## config.mk

```make
export PLATFORM = sky130hd
export DESIGN_NAME = shift_seq_ctrl
export DESIGN_NICKNAME = d
export VERILOG_FILES = /design/src/rtl/shift_seq_ctrl.sv
export SDC_FILE = /design/constraint.sdc
export NUM_CORES = 1
export LEC_CHECK = 0
export ABC_AREA = 1
export BUFFER_PORTS_ARGS = -buffer_cell sky130_fd_sc_hd__buf_2
export CAP_MARGIN = 20
export CORE_ASPECT_RATIO = 0.9
export CORE_MARGIN = 8
export CORE_UTILIZATION = 50
export CTS_CLUSTER_DIAMETER = 40
export DETAILED_ROUTE_END_ITERATION = 7
export GPL_TIMING_DRIVEN = 0
export PLACE_DENSITY = 0.84
export SYNTH_ARGS = -nofsm -noshare
export SYNTH_HDL_FRONTEND = slang
export SYNTH_SLANG_ARGS = --single-unit
```

## constraint.sdc

```tcl
create_clock -name clk -period 2.91 [get_ports clk]
set_input_delay 0.582 -clock clk [delete_from_list [all_inputs] [get_ports clk]]
set_output_delay 0.582 -clock clk [all_outputs]
set_load 0.02 [all_outputs]
```

## src/rtl/shift_seq_ctrl.sv

```systemverilog
// shift_seq_ctrl: serial shift/rotate engine. It accepts one command over a
// valid/ready interface, applies one single-bit step per clock, and holds the
// result on a valid/ready interface until the consumer takes it.
module shift_seq_ctrl #(
  parameter int WIDTH = 8,
  parameter int CNT_W = 3
) (
  input  logic             clk,
  input  logic             rst,
  input  logic             cmd_valid,
  output logic             cmd_ready,
  input  logic [2:0]       cmd_op,
  input  logic [WIDTH-1:0] cmd_data,
  input  logic [CNT_W-1:0] cmd_count,
  output logic             res_valid,
  input  logic             res_ready,
  output logic [WIDTH-1:0] res_data,
  output logic             res_ovf,
  output logic             res_err,
  output logic             busy,
  output logic [CNT_W-1:0] steps_left
);

  typedef enum logic [1:0] {IDLE, SHIFT, DONE} state_e;

  localparam logic [2:0] OP_NONE = 3'b000;
  localparam logic [2:0] OP_LSL  = 3'b001;
  localparam logic [2:0] OP_ASL  = 3'b010;
  localparam logic [2:0] OP_LSR  = 3'b011;
  localparam logic [2:0] OP_ASR  = 3'b100;
  localparam logic [2:0] OP_ROL  = 3'b101;
  localparam logic [2:0] OP_ROR  = 3'b110;
  localparam logic [2:0] OP_RSV  = 3'b111;

  state_e           state_q, state_d;
  logic [WIDTH-1:0] data_q, data_d;
  logic [2:0]       op_q, op_d;
  logic [CNT_W-1:0] cnt_q, cnt_d;
  logic             ovf_q, ovf_d;
  logic             err_q, err_d;

  logic [WIDTH-1:0] step_data;
  logic             step_ovf;
  logic             trivial;

  // One single-bit step of the latched op applied to the working register
  always_comb begin
    step_data = data_q;
    step_ovf  = 1'b0;
    case (op_q)
      OP_LSL: step_data = {data_q[WIDTH-2:0], 1'b0};
      OP_ASL: begin
        step_data = {data_q[WIDTH-2:0], 1'b0};
        step_ovf  = data_q[WIDTH-1] ^ data_q[WIDTH-2];
      end
      OP_LSR: step_data = {1'b0, data_q[WIDTH-1:1]};
      OP_ASR: step_data = {data_q[WIDTH-1], data_q[WIDTH-1:1]};
      OP_ROL: step_data = {data_q[WIDTH-2:0], data_q[WIDTH-1]};
      OP_ROR: step_data = {data_q[0], data_q[WIDTH-1:1]};
      default: step_data = data_q;
    endcase
  end

  // Zero count, no-op and reserved op skip SHIFT and report the operand as-is
  assign trivial = (cmd_count == '0) || (cmd_op == OP_NONE) || (cmd_op == OP_RSV);

  // Next-state and datapath update; cmd_* only matter in IDLE
  always_comb begin
    state_d = state_q;
    data_d  = data_q;
    op_d    = op_q;
    cnt_d   = cnt_q;
    ovf_d   = ovf_q;
    err_d   = err_q;
    case (state_q)
      IDLE: begin
        if (cmd_valid) begin
          data_d = cmd_data;
          op_d   = cmd_op;
          ovf_d  = 1'b0;
          err_d  = (cmd_op == OP_RSV);
          if (trivial) begin
            cnt_d   = '0;
            state_d = DONE;
          end else begin
            cnt_d   = cmd_count;
            state_d = SHIFT;
          end
        end
      end
      SHIFT: begin
        data_d = step_data;
        ovf_d  = ovf_q | step_ovf;
        cnt_d  = cnt_q - CNT_W'(1);
        if (cnt_q == CNT_W'(1)) state_d = DONE;
      end
      DONE: begin
        if (res_ready) state_d = IDLE;
      end
      default: state_d = IDLE;
    endcase
  end

  // State and datapath registers; synchronous reset discards any command
  always_ff @(posedge clk) begin
    if (rst) begin
      state_q <= IDLE;
      data_q  <= '0;
      op_q    <= OP_NONE;
      cnt_q   <= '0;
      ovf_q   <= 1'b0;
      err_q   <= 1'b0;
    end else begin
      state_q <= state_d;
      data_q  <= data_d;
      op_q    <= op_d;
      cnt_q   <= cnt_d;
      ovf_q   <= ovf_d;
      err_q   <= err_d;
    end
  end

  assign cmd_ready  = (state_q == IDLE);
  assign res_valid  = (state_q == DONE);
  assign busy       = (state_q != IDLE);
  assign res_data   = data_q;
  assign res_ovf    = ovf_q;
  assign res_err    = err_q;
  assign steps_left = (state_q == SHIFT) ? cnt_q : '0;

endmodule
```

==> impl_metrics.json, run 1 <==
{
  "clkTransAtPathRegs_ns": 0.11,
  "num_rows": 16,
  "dpl.hpwl_um": 2320,
  "place_congestion": 0.819,
  "numCtsBuffers": 3,
  "cts_setup_buffers": 0,
  "vias": 1262,
  "start_util_pct": 52.2,
  "insertion_delay_ns": 0.31,
  "grt_pass1_vias": 1194,
  "whs_ns": 0.466,
  "syn_area_mm2": 0.00113,
  "hold_path_class": "input pin to flip-flop",
  "drc_errors": 0,
  "core_mm2": 0.00216,
  "root_buffer": "clkbuf_4",
  "grt_use_total_pct": 16.0,
  "cts_max_level": 1,
  "synth_top_cells_by_area": "dfxtp_1 32%, nand2_1 13%, nand3_1 11%",
  "drt_pass1_iterations": 5,
  "rsz0062_at_grt": "false",
  "status": "finished clean",
  "drt_iter0_markers": 81,
  "synth_edf_count": 0,
  "crit_type": "flip-flop to output port",
  "io_pins": 34,
  "grt_max_degree": 11,
  "globalRouteOverflowTotal": 0,
  "nFillCells": 207,
  "antenna_found_initial": 0,
  "fin_skew_ns": 0.00585,
  "wirelength_um": 3030,
  "yosys_register_bits": 18,
  "postSynthCellCount": 167,
  "design_area_mm2": 0.00136,
  "cts_tree": "yes",
  "wire_per_inst_um": 13.1,
  "worst-path-max-fanout": 8,
  "cts_resized": 0,
  "critPathRequiredTime_ns": 2.33,
  "p_per_area_mw_per_mm2": 664,
  "synth_ff_type": "dfxtp_1",
  "cap_viol_max_count": 0,
  "die_area_mm2": 0.00404,
  "die_h_um": 61.1,
  "setup_viol": 0,
  "portBuffers": 33,
  "grt_pass1_wl_um": 5030,
  "critPathArrivalTime_ns": 1.30,
  "place_inst": 227,
  "period_minus_slack_ns": 1.88,
  "max-vdd-ir-drop_mv": 0.409,
  "ys_types": 25,
  "syn_avg_cell_area_um2": 6.76,
  "async_flop_share_pct": 0,
  "critPathLaunchType": "flip-flop",
  "slew_headroom_pct": 71.8,
  "stdcell_count": 231,
  "worst_pin_slew_ns": 0.419,
  "placed_area_mm2": 0.00133,
  "cts_hold_buf": 0,
  "syn-num-nets": 187,
  "synth-seq-area-share_pct": 31.9,
  "nNetsFinal": 225,
  "fp.dieW_um": 66.1,
  "finalMaxSlewViolations": 0,
  "cts.sinks": 18,
  "antenna_left": 0,
  "diodes": 0,
  "endpoint_kind": "output port",
  "drive_gt1_share_pct": 30.9,
  "fin_tns_setup_ns": 0,
  "synth_top_area_share_pct": 31.9,
  "yosysWarnings": 0,
  "netlist.top_cell.by_area": "dfxtp_1",
  "synthToLayoutAreaGrowth_pct": 20.8,
  "power.leakage_uw": 0.000668,
  "clockBufferDepth": 2,
  "fmax_ghz": 0.533,
  "vias_per_cell": 5.46,
  "period_share_pct": 64.5,
  "hold_viol_final": 0
}
==> path summary, 6_finish.rpt <==
check / startpoint / endpoint / slack [ns] / cells after the start
setup / recovery: state_q[0]$_SDFFE_PP0P_ / steps_left[1] / 1.03 / 5
hold / removal: rst / res_ovf$_SDFFE_PP0P_ / 0.47 / 2
setup reg to reg: cnt_q[0]$_SDFFE_PP0P_ / cnt_q[2]$_SDFFE_PP0P_ / 1.65 / 5
hold reg to reg: res_ovf$_SDFFE_PP0P_ / res_ovf$_SDFFE_PP0P_ / 0.47 / 2
==> flip-flops by register name, indices dropped and copies added (netlist names) <==
name / cells
state_q: 2
res_ovf: 1
cnt_q: 3
res_err: 1
op_q: 3
res_data: 8
==> Yosys cell counts (2+ instances only) <==
master and instances:
a21oi_1 20, buf_6 3, dfxtp_1 18, ha_1 2
inv_1 10, inv_2 4, nand2_1 38, nand2_2 4
nand3_1 25, nand3b_1 6, nor2_1 10, o21ai_0 6
or2_1 2, or2_2 8
==> stage by stage <==
step           worst slack, ns  total power (uW)  util (%)
3_5_place_dp              1.38               746      61.4
2_1_floorplan             1.43               633         -
3_3_place_gp              1.44               731      61.4
4_1_cts                   1.02               910      63.1
6_report                  1.03               906      63.1
5_1_grt                  0.919               975      63.1
==> area by class of cell <==
| cell class | instances | area [um2] | area share [%] |
|---|---|---|---|
| Buffer | 4 | 38.8 | 2.84 |
| Timing Repair Buffer | 33 | 165 | 12.1 |
| Sequential cell | 18 | 360 | 26.4 |
| Multi-Input combinational cell | 131 | 677 | 49.6 |
| Clock buffer | 4 | 36.3 | 2.66 |
| Tap cell | 27 | 33.8 | 2.48 |
| Inverter | 14 | 52.6 | 3.85 |
==> cell usage in the layout, fill, tap and decap left out, types with 2 or more instances in the layout <==
cell / count
nand2_1: 38
buf_2: 34
nand3_1: 25
a21oi_1: 20
dfxtp_1: 18
inv_1: 10
nor2_1: 10
or2_2: 8
nand3b_1: 6
o21ai_0: 6
inv_2: 4
nand2_2: 4
buf_6: 3
clkbuf_4: 3
or2_1: 2
ha_1: 2
==> metal layers <==
| metal | share of wire [%] | GRT usage (%) | routed length, um | up-vias |
|---|---|---|---|---|
| met2 | 49 | 27.6 | 1490 | 50 |
| met5 | 0 | 0 | 0 | - |
| met3 | 7.2 | 5.64 | 218 | 4 |
| met4 | 1.1 | 6.08 | 32 | 0 |
| li1 | - | - | - | 631 |
| met1 | 43 | 17.9 | 1290 | 577 |
==> logic make-up (layout without fill, tap and decap cells) <==
| logic type | after synthesis | in the layout | synth area share, % |
|---|---|---|---|
| AOI/OAI and AO/OA | 29 | 29 | 13.5 |
| adders and majority gates | 2 | 2 | 2.22 |
| buffers and inverters | 18 | 55 | 8.09 |
| DFF | 18 | 18 | 31.9 |
| and+or+nand+nor | 100 | 100 | 44.2 |
==> report_power, final <==
group | leakage [uW] | internal, uW | switching [uW]
registers | 0.000149 | 292 | 47.4
logic | 0.000499 | 154 | 248
clock network | 0.0000210 | 76.4 | 88.0
total | 0.000668 | 522 | 384
==> critical path: stages (launching register included) <==
cell     delay (ns)
dfxtp_1        0.42
inv_2          0.06
nor2_4         0.13
inv_2          0.10
nor2_1         0.10
buf_2          0.17
(Power assumes the default switching activity.)
==> inputs of run 2 (changes only) <==
ABC_AREA = 0   (was 1)
CORE_UTILIZATION = 46   (was 50)
PLACE_DENSITY = 0.81   (was 0.84)
clock period = 1.6 ns   (was 2.91 ns; I/O delays follow)
==> impl_metrics.json, run 2 <==
{
  "cap_viol_max_count": 0,
  "max_stage_delay_ns": 0.47,
  "syn_avg_cell_area_um2": 8.17,
  "setup_viol": 0,
  "wirelength_um": 3650,
  "synth_top_area_share_pct": 29.8,
  "cp_cell_sequence": "buf_4 -> or4b_4 -> nand3_4 -> buf_12 -> a21oi_2 -> a221oi_2",
  "synth-seq-area-share_pct": 29.8,
  "root_buffer": "clkbuf_4",
  "grt_max_degree": 11,
  "grt_pass1_wl_um": 5690,
  "timing.rr.end": "res_data[1]$_SDFFE_PP0P_",
  "antenna_left": 0,
  "holdPathEnd": "op_q[1]$_SDFFE_PP0P_",
  "synth_edf_count": 0,
  "cts_max_level": 1,
  "synth_most_common_cell": "dfxtp_1",
  "cts_tree": "yes",
  "fin_tns_setup_ns": 0,
  "finalMaxSlewViolations": 0,
  "yosysWarnings": 0,
  "nNetsFinal": 209,
  "grt_pass1_vias": 1208,
  "yosys_register_bits": 18,
  "num_rows": 17,
  "synth_ff_type": "dfxtp_1",
  "die_area_mm2": 0.00453,
  "period_share_pct": 97.9,
  "endpoint_kind": "flip-flop",
  "hold_path_class": "input pin to flip-flop",
  "placed_area_mm2": 0.00140,
  "fp.dieW_um": 70.0,
  "fmax_ghz": 0.638,
  "netlist.top_cell.by_area": "dfxtp_1",
  "nFillCells": 213,
  "max-vdd-ir-drop_mv": 0.557,
  "critPathLaunchType": "flip-flop",
  "cts.sinks": 18,
  "postSynthCellCount": 148,
  "synthTopCellsByCount": "18 x dfxtp_1, 16 x nand2_1, 14 x nor2_1",
  "grt_use_total_pct": 14.9,
  "async_flop_share_pct": 0,
  "largest_reg_flops": 8,
  "drt_iter0_markers": 128,
  "dpl.hpwl_um": 2500,
  "core_mm2": 0.00247,
  "drt_pass1_iterations": 4,
  "place_inst": 208,
  "synth_top_cells_by_area": "dfxtp_1 30%, a21oi_1 5.0%, nand2_1 5.0%",
  "slew_headroom_pct": 66.2,
  "drc_errors": 0,
  "critPathRequiredTime_ns": 1.84,
  "r2r_setup_slack_ns": 0.03,
  "layout_commonest_cell": "buf_2",
  "portBuffers": 32,
  "globalRouteOverflowTotal": 0,
  "ys_types": 47,
  "vias": 1307,
  "period_minus_slack_ns": 1.57,
  "r2r_cells": 6,
  "worst_pin_slew_ns": 0.501,
  "syn-num-nets": 168,
  "p_per_area_mw_per_mm2": 946,
  "wire_per_inst_um": 16.9,
  "slowest_stage": "or4b_4",
  "seq_area_um2": 369,
  "fin_skew_ns": 0.0104,
  "diodes": 0,
  "synthToLayoutAreaGrowth_pct": 27.0,
  "drive_gt1_share_pct": 38.8,
  "status": "finished clean",
  "finalPower_uw": 1450,
  "numCtsBuffers": 3,
  "hold_path_depth": 3,
  "final_cell_mix": "29 x buf_2, 16 x nand2_1, 15 x dfxtp_1",
  "insertion_delay_ns": 0.31,
  "multi_input_area_um2": 754,
  "vias_per_cell": 6.05,
  "crit_type": "flip-flop to flip-flop",
  "die_h_um": 64.6,
  "syn_area_mm2": 0.00121,
  "hold_viol_final": 0,
  "power.leakage_uw": 0.000655,
  "start_util_pct": 49.0,
  "clockBufferDepth": 2,
  "io_pins": 34,
  "stdcell_count": 216,
  "antenna_found_initial": 0,
  "min_from": "cmd_op[1]",
  "critPathArrivalTime_ns": 1.80,
  "place_congestion": 0.861,
  "clkTransAtPathRegs_ns": 0.11,
  "design_area_mm2": 0.00154,
  "r2r_start": "state_q[0]$_SDFFE_PP0P_",
  "worst-path-max-fanout": 10
}
[run 2: worst max-delay path by stage]
stage / slack (ns) / to / cells after the start / start
6_report: 0.03 / res_data[1]$_SDFFE_PP0P_ / 6 / state_q[0]$_SDFFE_PP0P_
3_3_place_gp: -0.08 / steps_left[2] / 6 / state_q[1]$_SDFFE_PP0P_
5_1_grt: -0.005 / steps_left[1] / 5 / state_q[0]$_SDFFE_PP0P_
3_5_place_dp: -0.11 / steps_left[2] / 6 / state_q[1]$_SDFFE_PP0P_
2_1_floorplan: 0.13 / steps_left[2] / 5 / state_q[1]$_SDFFE_PP0P_
4_1_cts: -0.02 / steps_left[2] / 5 / state_q[0]$_SDFFE_PP0P_
[run 2: layout make-up]
cell class                      instances  share of cell area (%)
Sequential cell                        18                    24.0
Multi-Input combinational cell        113                    49.1
Buffer                                  9                    6.44
Clock buffer                            4                    2.36
Timing Repair Buffer                   38                    14.3
Inverter                                6                    1.47
Tap cell                               28                    2.28
[run 2: through the flow]
stage / setup WS [ns] / hold WS [ns] / util, %
final: 0.0329 / 0.254 / 62.2
after global routing: -0.00465 / 0.248 / 62.2
after CTS: -0.0168 / 0.254 / 59.8
after detailed placement: -0.111 / 0.484 / 56.9
after global placement: -0.0789 / 0.468 / 56.9
after floorplan: 0.128 / 0.456 / -
[run 2: critical path, delay by kind of cell (launching register included)]
family	cells	cell delay (ns)
AOI/OAI and AO/OA	2	0.26
DFF	1	0.38
and+or+nand+nor	2	0.58
buffers and inverters	2	0.26
[run 2: layer usage]
metal / global-route usage, % / vias up / part of all wire [%]
li1: - / 617 / -
met1: 16.7 / 618 / 41
met2: 26.6 / 63 / 49
met3: 3.65 / 9 / 6.8
met4: 6.02 / 0 / 2.5
met5: 0 / - / 0
[run 2: power by group]
part	total, uW	internal (uW)	switching, uW
Sequential	564	502	62.6
Clock	295	139	156
Combinational	593	272	322
Total	1450	913	540
[run 2: cells by family after synthesis]
kind of cell	synth area share, %
flops	29.8
xor+xnor	0.725
simple gates	28.7
mux	3.52
buf+inv	10.5
compound gates	24.7
fa+ha+maj	2.07
[run 2: what timing repair did]
item                       CTS  global route
setup endpoints to repair    3            10
hold buffers                 0             0
pin swaps                    0             4
gates resized for setup     10            15
buffers inserted             3             3
==> inputs of run 3 (changes only) <==
CORE_UTILIZATION = 43   (was 46)
PLACE_DENSITY = 0.76   (was 0.81)
==> impl_metrics.json, run 3 (synthesis gave the netlist of run 2 again) <==
{
  "status": "finished clean",
  "fp.dieW_um": 71.9,
  "placed_area_mm2": 0.00141,
  "clockBufferDepth": 2,
  "period_share_pct": 96.6,
  "layout_commonest_cell": "buf_2",
  "worst_pin_slew_ns": 0.541,
  "antenna_left": 0,
  "r2r_cells": 6,
  "die_h_um": 66.3,
  "vias": 1251,
  "diodes": 0,
  "pre_cts_slack_ns": -0.0996,
  "io_pins": 34,
  "nNetsFinal": 208,
  "crit_type": "flip-flop to output port",
  "wire_per_inst_um": 16.3,
  "die_area_mm2": 0.00477,
  "core_mm2": 0.00270,
  "design_area_mm2": 0.00158,
  "critPathRequiredTime_ns": 1.28,
  "hold_viol_final": 0,
  "cap_viol_max_count": 0,
  "max-vdd-ir-drop_mv": 0.439,
  "grt_pass1_wl_um": 5480,
  "fin_skew_ns": 0.0139,
  "met3_length_um": 181,
  "critPathLaunchType": "flip-flop",
  "clkTransAtPathRegs_ns": 0.12,
  "route.top_layer_used": "met4",
  "cp_cell_sequence": "nor2b_4 -> buf_6 -> and2_4 -> buf_6",
  "grt_pass1_vias": 1161,
  "num_rows": 18,
  "fmax_ghz": 0.647,
  "synthToLayoutAreaGrowth_pct": 30.8,
  "insertion_delay_ns": 0.32,
  "crit_family": "flip-flops",
  "crit_top_cell": "buf_6",
  "slowest_stage": "dfxtp_4",
  "hold_path_depth": 3,
  "grt_max_degree": 11,
  "finalMaxSlewViolations": 0,
  "portBuffers": 32,
  "vias_per_cell": 5.76,
  "stdcell_count": 217,
  "rsz0062_at_grt": "false",
  "endpoint_kind": "output port",
  "globalRouteOverflowTotal": 0,
  "final_cell_mix": "29 x buf_2, 16 x nand2_1, 14 x dfxtp_1",
  "met2_wirelength_um": 1770,
  "grt_use_total_pct": 14.3,
  "setup_viol": 0,
  "cts.sinks": 18,
  "wirelength_um": 3540,
  "cp_num_cells": 4,
  "antenna_found_initial": 0,
  "root_buffer": "clkbuf_4",
  "max_stage_delay_ns": 0.41,
  "cts_max_level": 1,
  "slew_headroom_pct": 63.4,
  "power.leakage_uw": 0.000662,
  "dpl.hpwl_um": 2430,
  "place_congestion": 0.884,
  "cts_tree": "yes",
  "finalWorstSetupSlack_ns": 0.0539,
  "drc_errors": 0,
  "drt_pass1_iterations": 4,
  "numCtsBuffers": 3,
  "p_per_area_mw_per_mm2": 940,
  "drt_iter0_markers": 103,
  "start_util_pct": 44.7,
  "period_minus_slack_ns": 1.55,
  "hold_path_class": "input pin to flip-flop",
  "worst-path-max-fanout": 4,
  "critPathArrivalTime_ns": 1.23,
  "wl_met1_um": 1530,
  "largest_reg_flops": 8,
  "place_inst": 210,
  "drive_gt1_share_pct": 40.1,
  "worst-path-buf-inv": 2
}
==> run 3: cell count changes in the layout (fill, tap and decap cells not counted), moves of 2 or more <==
cell	previous run	this run
buf_4	10	5
buf_6	3	5
nor2_2	2	0
dfxtp_2	1	3
nor2_4	0	3
==> run 3: where the power goes <==
part	leakage [uW]	total (uW)	internal [uW]	switching, uW
Combinational	0.000491	618	289	330
Clock	0.0000210	304	139	165
Sequential	0.000150	565	503	61.8
==> run 3: path summary, 6_finish.rpt <==
| check | from | end | slack (ns) |
|---|---|---|---|
| setup / recovery | state_q[0]$_SDFFE_PP0P_ | steps_left[2] | 0.05 |
| hold / removal | cmd_op[0] | op_q[0]$_SDFFE_PP0P_ | 0.26 |
| setup reg to reg | state_q[1]$_SDFFE_PP0P_ | res_data[5]$_SDFFE_PP0P_ | 0.06 |
| hold reg to reg | res_data[3]$_SDFFE_PP0P_ | res_data[3]$_SDFFE_PP0P_ | 0.50 |
==> run 3: tightest hold or removal path, stage by stage <==
cell     delay [ns]
buf_2          0.11
nand2_1        0.05
a21oi_1        0.05
==> run 3: final cells by class <==
| cell class | instances | area, um2 |
|---|---|---|
| plain buffers | 8 | 83.8 |
| clock buffers | 4 | 36.3 |
| fillers | 248 | 1120 |
| inverters | 6 | 22.5 |
| multi-input cells | 113 | 777 |
| flip-flops and latches | 18 | 368 |
| well taps | 30 | 37.5 |
| repair buffers | 38 | 256 |
==> run 3: layer usage <==
| layer | vias up | global-route usage [%] |
|---|---|---|
| met5 | - | 0 |
| li1 | 619 | - |
| met3 | 4 | 2.73 |
| met4 | 0 | 7.12 |
| met2 | 39 | 23.3 |
| met1 | 589 | 17.7 |
==> run 3: what timing repair did <==
| action | in CTS | in global routing |
|---|---|---|
| hold buffers | 0 | 0 |
| pin swaps | 0 | 3 |
| setup endpoints to repair | 3 | 10 |
| cloned | 0 | 1 |
| setup buffers | 4 | 1 |
| resized for setup | 15 | 15 |
==> run 3: per-stage QoR <==
stage               power, uW  util (%)  hold slack, ns  TNS [ns]
floorplan                 944         -           0.456         0
global placement         1070      52.0           0.470   -0.0845
detailed placement       1090      52.0           0.474   -0.0996
CTS                      1430      56.4           0.261   -0.0498
global route             1550      58.5           0.255         0
finish                   1490      58.5           0.258         0
